## src/rtl/nzcv_flag_unit_if.sv

```systemverilog
// Execute-side bundle between the issuing pipeline and the NZCV flag unit.
// No latency of its own; pure wiring with direction-specific modports.
// Backpressure is carried as stall/flush from the hazard unit, not as valid/ready.
interface nzcv_flag_unit_if #(
  parameter int W = 32
);
  logic         in_valid;
  logic         in_s;
  logic [3:0]   in_op;
  logic [W-1:0] in_a;
  logic [W-1:0] in_b;
  logic         in_shift_c;
  logic         msr_we;
  logic [3:0]   msr_nzcv;
  logic         stall;
  logic         flush;
  logic [3:0]   nzcv_out;
  logic [3:0]   nzcv_fwd;
  logic         pend_valid;

  // Pipeline / hazard-unit side: drives the instruction and control, observes flags.
  modport master (
    output in_valid, in_s, in_op, in_a, in_b, in_shift_c,
    output msr_we, msr_nzcv, stall, flush,
    input  nzcv_out, nzcv_fwd, pend_valid
  );

  // Flag unit side.
  modport slave (
    input  in_valid, in_s, in_op, in_a, in_b, in_shift_c,
    input  msr_we, msr_nzcv, stall, flush,
    output nzcv_out, nzcv_fwd, pend_valid
  );
endinterface

```

## src/rtl/nzcv_flag_unit.sv

```systemverilog
// NZCV producer: computes flags for flag-setting ops, holds them pending, then commits.
// Latency: capture at edge t -> nzcv_fwd after t, nzcv_out after t+1.
// stall freezes all state; flush drops the pending and the incoming update.
module nzcv_flag_unit #(
  parameter int W = 32
) (
  input  logic                clk,
  input  logic                rst_n,
  nzcv_flag_unit_if.slave     bus
);

  localparam logic [3:0] OP_MOV = 4'd0;
  localparam logic [3:0] OP_MVN = 4'd1;
  localparam logic [3:0] OP_ADD = 4'd2;
  localparam logic [3:0] OP_ADC = 4'd3;
  localparam logic [3:0] OP_SUB = 4'd4;
  localparam logic [3:0] OP_SBC = 4'd5;
  localparam logic [3:0] OP_AND = 4'd6;
  localparam logic [3:0] OP_ORR = 4'd7;
  localparam logic [3:0] OP_EOR = 4'd8;
  localparam logic [3:0] OP_CMP = 4'd9;
  localparam logic [3:0] OP_TST = 4'd10;
  localparam logic [3:0] OP_RSB = 4'd11;

  // Architectural and pending state
  logic [3:0]   r_nzcv_out;
  logic [3:0]   r_pend_nzcv;
  logic         r_pend_valid;

  // Forwarded view and the carry/overflow an arithmetic op consumes
  logic [3:0]   w_fwd;
  logic         w_c_eff;
  logic         w_v_eff;

  // Adder operands and result
  logic [W-1:0] w_add_x;
  logic [W-1:0] w_add_y;
  logic         w_add_cin;
  logic [W:0]   w_sum;
  logic         w_is_arith;

  // Flag computation
  logic [W-1:0] w_res;
  logic         w_n;
  logic         w_z;
  logic         w_c;
  logic         w_v;
  logic         w_cap;
  logic [3:0]   w_cap_val;

  // Newest flags win: a pending update shadows the committed register.
  assign w_fwd   = r_pend_valid ? r_pend_nzcv : r_nzcv_out;
  assign w_c_eff = w_fwd[1];
  assign w_v_eff = w_fwd[0];

  // Select adder inputs; subtraction is done as x + ~y + carry-in.
  always_comb begin
    w_add_x    = bus.in_a;
    w_add_y    = bus.in_b;
    w_add_cin  = 1'b0;
    w_is_arith = 1'b0;
    unique case (bus.in_op)
      OP_ADD: begin
        w_is_arith = 1'b1;
      end
      OP_ADC: begin
        w_add_cin  = w_c_eff;
        w_is_arith = 1'b1;
      end
      OP_SUB, OP_CMP: begin
        w_add_y    = ~bus.in_b;
        w_add_cin  = 1'b1;
        w_is_arith = 1'b1;
      end
      OP_SBC: begin
        w_add_y    = ~bus.in_b;
        w_add_cin  = w_c_eff;
        w_is_arith = 1'b1;
      end
      OP_RSB: begin
        w_add_x    = bus.in_b;
        w_add_y    = ~bus.in_a;
        w_add_cin  = 1'b1;
        w_is_arith = 1'b1;
      end
      default: begin
        w_is_arith = 1'b0;
      end
    endcase
  end

  // W+1-bit sum so the top bit is the architectural carry-out.
  assign w_sum = {1'b0, w_add_x} + {1'b0, w_add_y} + {{W{1'b0}}, w_add_cin};

  // Result mux and N/Z/C/V; logical ops take C from the shifter and keep V.
  always_comb begin
    w_res = '0;
    unique case (bus.in_op)
      OP_MOV:         w_res = bus.in_b;
      OP_MVN:         w_res = ~bus.in_b;
      OP_AND, OP_TST: w_res = bus.in_a & bus.in_b;
      OP_ORR:         w_res = bus.in_a | bus.in_b;
      OP_EOR:         w_res = bus.in_a ^ bus.in_b;
      default:        w_res = w_is_arith ? w_sum[W-1:0] : '0;
    endcase

    w_n = w_res[W-1];
    w_z = (w_res == '0);
    if (w_is_arith) begin
      w_c = w_sum[W];
      w_v = (w_add_x[W-1] == w_add_y[W-1]) && (w_res[W-1] != w_add_x[W-1]);
    end else begin
      w_c = bus.in_shift_c;
      w_v = w_v_eff;
    end
  end

  // A direct flag write beats a concurrent flag-setting instruction.
  assign w_cap     = bus.msr_we | (bus.in_valid & bus.in_s & (bus.in_op <= OP_RSB));
  assign w_cap_val = bus.msr_we ? bus.msr_nzcv : {w_n, w_z, w_c, w_v};

  // Two-stage flag pipeline: reset > flush > stall > advance.
  always_ff @(posedge clk) begin
    if (!rst_n) begin
      r_nzcv_out   <= 4'b0000;
      r_pend_nzcv  <= 4'b0000;
      r_pend_valid <= 1'b0;
    end else if (bus.flush) begin
      r_pend_valid <= 1'b0;
    end else if (!bus.stall) begin
      if (r_pend_valid) begin
        r_nzcv_out <= r_pend_nzcv;
      end
      r_pend_valid <= w_cap;
      if (w_cap) begin
        r_pend_nzcv <= w_cap_val;
      end
    end
  end

  assign bus.nzcv_out   = r_nzcv_out;
  assign bus.nzcv_fwd   = w_fwd;
  assign bus.pend_valid = r_pend_valid;

endmodule

```

## src/flat_wrapper.sv

```systemverilog
// flat-port wrapper written by rule: the top's interface ports become plain ports
module nzcv_flag_unit_flat 
#(
  parameter int W = 32
)
  (clk, rst_n, bus_in_valid, bus_in_s, bus_in_op, bus_in_a, bus_in_b, bus_in_shift_c, bus_msr_we, bus_msr_nzcv, bus_stall, bus_flush, bus_nzcv_out, bus_nzcv_fwd, bus_pend_valid);
  nzcv_flag_unit_if #(.W(W)) bus_i ();
  input  logic clk;
  input  logic rst_n;
  input wire logic [$bits(bus_i.in_valid)-1:0] bus_in_valid;
  input wire logic [$bits(bus_i.in_s)-1:0] bus_in_s;
  input wire logic [$bits(bus_i.in_op)-1:0] bus_in_op;
  input wire logic [$bits(bus_i.in_a)-1:0] bus_in_a;
  input wire logic [$bits(bus_i.in_b)-1:0] bus_in_b;
  input wire logic [$bits(bus_i.in_shift_c)-1:0] bus_in_shift_c;
  input wire logic [$bits(bus_i.msr_we)-1:0] bus_msr_we;
  input wire logic [$bits(bus_i.msr_nzcv)-1:0] bus_msr_nzcv;
  input wire logic [$bits(bus_i.stall)-1:0] bus_stall;
  input wire logic [$bits(bus_i.flush)-1:0] bus_flush;
  output wire logic [$bits(bus_i.nzcv_out)-1:0] bus_nzcv_out;
  output wire logic [$bits(bus_i.nzcv_fwd)-1:0] bus_nzcv_fwd;
  output wire logic [$bits(bus_i.pend_valid)-1:0] bus_pend_valid;
  assign bus_i.in_valid = bus_in_valid;
  assign bus_i.in_s = bus_in_s;
  assign bus_i.in_op = bus_in_op;
  assign bus_i.in_a = bus_in_a;
  assign bus_i.in_b = bus_in_b;
  assign bus_i.in_shift_c = bus_in_shift_c;
  assign bus_i.msr_we = bus_msr_we;
  assign bus_i.msr_nzcv = bus_msr_nzcv;
  assign bus_i.stall = bus_stall;
  assign bus_i.flush = bus_flush;
  assign bus_nzcv_out = bus_i.nzcv_out;
  assign bus_nzcv_fwd = bus_i.nzcv_fwd;
  assign bus_pend_valid = bus_i.pend_valid;
  nzcv_flag_unit #(.W(W)) u_core (.clk(clk), .rst_n(rst_n), .bus(bus_i));
endmodule
```

## config.mk

```make
export PLATFORM = sky130hd
export DESIGN_NAME = nzcv_flag_unit_flat
export DESIGN_NICKNAME = d
export VERILOG_FILES = /design/src/rtl/nzcv_flag_unit_if.sv /design/src/rtl/nzcv_flag_unit.sv /design/src/flat_wrapper.sv
export SDC_FILE = /design/constraint.sdc
export NUM_CORES = 1
export LEC_CHECK = 0
export ABC_AREA = 1
export BUFFER_PORTS_ARGS = -buffer_cell sky130_fd_sc_hd__buf_2
export CAP_MARGIN = 20
export CORE_MARGIN = 2
export CORE_UTILIZATION = 40
export CTS_CLUSTER_SIZE = 20
export DETAILED_ROUTE_END_ITERATION = 12
export MAX_ROUTING_LAYER = met4
export SETUP_SLACK_MARGIN = 0.5
export SLEW_MARGIN = 20
export SYNTH_ARGS = -nofsm -noshare
export SYNTH_HDL_FRONTEND = slang
export SYNTH_SLANG_ARGS = --single-unit
```

## constraint.sdc

```tcl
create_clock -name clk -period 4.5 [get_ports clk]
set_input_delay 0.225 -clock clk [delete_from_list [all_inputs] [get_ports clk]]
set_output_delay 0.225 -clock clk [all_outputs]
set_load 0.005 [all_outputs]
```

==> metrics.md <==
| Metric | Value |
|---|---|
| Mean Syn Cell Area | 5.17 µm² |
| Max-cap viol count | 0 |
| Crit Path Max Fanout | 8 |
| Final Max Tran Viols | 0 |
| Post-DP HPWL | 16800 µm |
| WS Path Type | reg2reg |
| Final period utilization | 80.1% |
| Worst-margin pin slew | 825 ps |
| EDFF count, synth | 0 |
| Vias per inst | 5.22 |
| Layout area overhead | 12.2% |
| First-pass GRT wire length | 33300 µm |
| Main flop type after synthesis | dfxtp_1 |
| Worst path cell trace | inv_1 -> nand2_1 -> nand2_2 -> a21oi_1 -> o22ai_1 -> fa_2 -> fa_1 -> nand2_1 -> nand3_1 -> nand3_1 -> nand2_1 -> nand2_1 -> nand2_1 -> nand2_1 -> nand3_1 -> nand3_1 -> nand2_1 -> nor2_1 -> nand2_1 -> nor2_1 -> nand3_1 -> nand2_1 -> nand2_1 -> a21oi_1 |
| CORE AREA | 0.0151 mm² |
| Placed Cells | 1449 |
| Detailed Route Iter0 Violations | 588 |
| Crit. Startpoint | u_core.bus.pend_valid |
| Antenna Cells | 0 |
| Fin. Hold Viols | 0 |
| Startpoint of the worst register-to-register path | u_core.bus.pend_valid |
| Post-DRT Antenna Nets | 0 |
| Top-area cell type share of the netlist area | 22.7% |
| Clock power share | 14.1% |
| Vias in the first global route | 6850 |
| Status | completed |
| Worst IR Drop VDD | 129 µV |
| Final setup vio count | 0 |
| Root buffer cell | clkbuf_16 |
| P_int | 512 µW |
| Gpl congestion | 0.970 |
| Initial antenna violation count | 0 |
| Ys async rst share | 0% |
| Yosys warns | 0 |
| Synth cell count leaders | nand2_1 (375), inv_1 (213), o21ai_0 (136), ha_1 (95), nor2_1 (95) |
| Fmax | 0.277 GHz |
| Comb pwr share | 78.3% |
| Drt first pass iters | 6 |
| CP endpoint | u_core.r_pend_nzcv[2] |
| Clk_lat worst skew | 240 ps |
| Setup_tns | 0 ps |
| Worst Hold Class | in2reg |
| Clock buffer depth | 2 |
| Cell family with most CP delay | simple AND/OR/NAND/NOR gates |
| Switching Share | 55.4% |
| Die Ht | 128 µm |
| GRT Overall Usage | 25.2% |
| I/O Buffers | 88 |
| Mapped Cells | 1197 |
| CTS tree | yes |
| Final net count | 1446 |
| RSZ-0062 raised after global routing | no |
| CTS Buf Count | 3 |
| Maximum number of pins on one net before global-route repair | 50 |
| Register area share after synthesis | 2.91% |
| Most numerous cell in the Yosys netlist | nand2_1 |
| Final Instance Count excl. Fillers | 1456 |
| Gr ovfl total | 0 |
| CP most frequent cell | nand2_1 |
| Area contributors post-synth | nand2_1 (23%), ha_1 (19%), inv_1 (13%), o21ai_0 (11%), nand3_1 (7.4%) |
| Reg2Reg Setup Slack | 900 ps |
| Depth of the most critical reg-to-reg path | 24 |
| Die area | 0.0165 mm² |
| Leakage power | 0.00401 µW |
| WP depth | 24 |
| Sequential power share | 7.6% |
| WP data arrival | 3780 ps |
| Share of post-route cells with drive strength above 1 | 10.2% |
| Filler cells | 1695 |
| Syn nets | 1374 |
| Die W | 128 µm |
| Remaining DRCs | 0 |
| Startpoint Class | flop |
| H-tree lvl count | 1 |
| Required @ worst endpoint | 4670 ps |
| Most area-hungry cell type in the Yosys netlist | nand2_1 |
| Flops & latches, synth | 9 |
| Fin worst setup slack | 895 ps |
| Via count | 7603 |
| Crit. End Element | flop |
| Rows | 45 |
| Pre-CTS setup slack | 402 ps |
| Rel. slew slack | 44.7% |
| Min cycle time layout | 3600 ps |
| Starting density of the core | 40.9% |
| Ports | 89 |
| Skew final | 2.30 ps |
| Mapped Area | 0.00619 mm² |
| Worst path bufs/invs | 1 |
| CP max stage delay | 510 ps |
| Synth unique cells | 32 |
| RR Endpoint | u_core.r_pend_nzcv[2] |
| Clock transition at path regs | 40 ps |
| DR WL/cell | 13.9 µm |
| Final WL | 20300 µm |
| Pwr/cell area | 165 mW/mm² |
| P_sw | 637 µW |
| Clock sinks | 9 |
| CP max-delay cell | fa_1 |
[logic make-up (layout without fill, tap and decap cells)]
family,count (synthesis),in the layout,synth area share [%]
simple gates,607,608,40.4
flops,9,9,2.91
xor+xnor,5,5,0.707
fa+ha+maj,97,97,19.8
compound gates,226,226,20.6
buf+inv,253,323,15.5
[sequential cells by signal, indices dropped and copies added, names as in the netlist]
register and flops:
u_core.r_pend_nzcv 4, u_core.bus.pend_valid 1, u_core.bus.nzcv_out 4
[layout by cell type, fill, tap and decap left out, types with 8 or more instances in the layout]
cell      synthesis  routed
a211oi_1         21      21
a21oi_1          29      28
a22oi_1          32      32
buf_2             9      88
buf_4             0      12
dfxtp_1           9       8
ha_1             95      94
inv_1           213     213
nand2_1         375     374
nand3_1          91      90
nand4_1          16      16
nor2_1           95      93
nor3_1           12      12
o21ai_0         136     136
[worst min-delay path by stage]
stage / cells after the start / endpoint / slack (ps) / start
final: 3 / u_core.bus.nzcv_out[1] / 250 / rst_n
after detailed placement: 2 / u_core.r_pend_nzcv[0] / 460 / u_core.r_pend_nzcv[0]
after CTS: 3 / u_core.bus.nzcv_out[1] / 240 / rst_n
after floorplan: 2 / u_core.bus.pend_valid / 360 / bus_stall
after global placement: 2 / u_core.r_pend_nzcv[0] / 460 / u_core.r_pend_nzcv[0]
after global routing: 3 / u_core.bus.pend_valid / 260 / bus_stall
[cell type report]
type                       instances  area, µm²  share of cell area [%]
tap                              188        235                    3.38
multi-input combinational        936       5090                    73.2
sequential                         9        181                    2.61
inverter                         217        815                    11.7
clock buffer                       4       78.8                    1.13
timing repair buffer             102        553                    7.96
[power by group through the flow]
stage / clock network (µW) / registers [µW] / logic, µW
finish: 162 / 87.3 / 899
CTS: 164 / 87.2 / 882
floorplan: 0 / 88.3 / 613
global placement: 0 / 88.5 / 876
global route: 169 / 88.0 / 1030
detailed placement: 0 / 88.5 / 878
[layer usage]
metal  vias to the layer above  part of all wire [%]  track usage [%]
met5                         -                     0                -
met4                         0                   1.2             4.78
met3                        18                   5.9             1.04
met2                       226                    41             37.2
met1                      3374                    52             38.2
li1                       3985                     -                -
[metrics by stage]
stage | util [%] | power, µW | area (µm²) | hold slack [ps]
floorplan | - | 702 | 6190 | 355
global placement | 45.0 | 965 | 6820 | 459
detailed placement | 45.0 | 966 | 6820 | 460
CTS | 45.6 | 1130 | 6900 | 243
global route | 45.9 | 1290 | 6950 | 264
finish | 45.9 | 1150 | 6950 | 246
[worst min-delay path: stages]
cell and delay (ps):
buf_2 110, o21ai_0 60, a31oi_1 40
[repair_timing]
item / 4_1_cts / 5_1_grt
hold buffers: 0 / 0
resized for setup: 0 / 9
setup buffers: 0 / 2
endpoints found under the setup margin: 0 / 2
(Power assumes the default switching activity.)
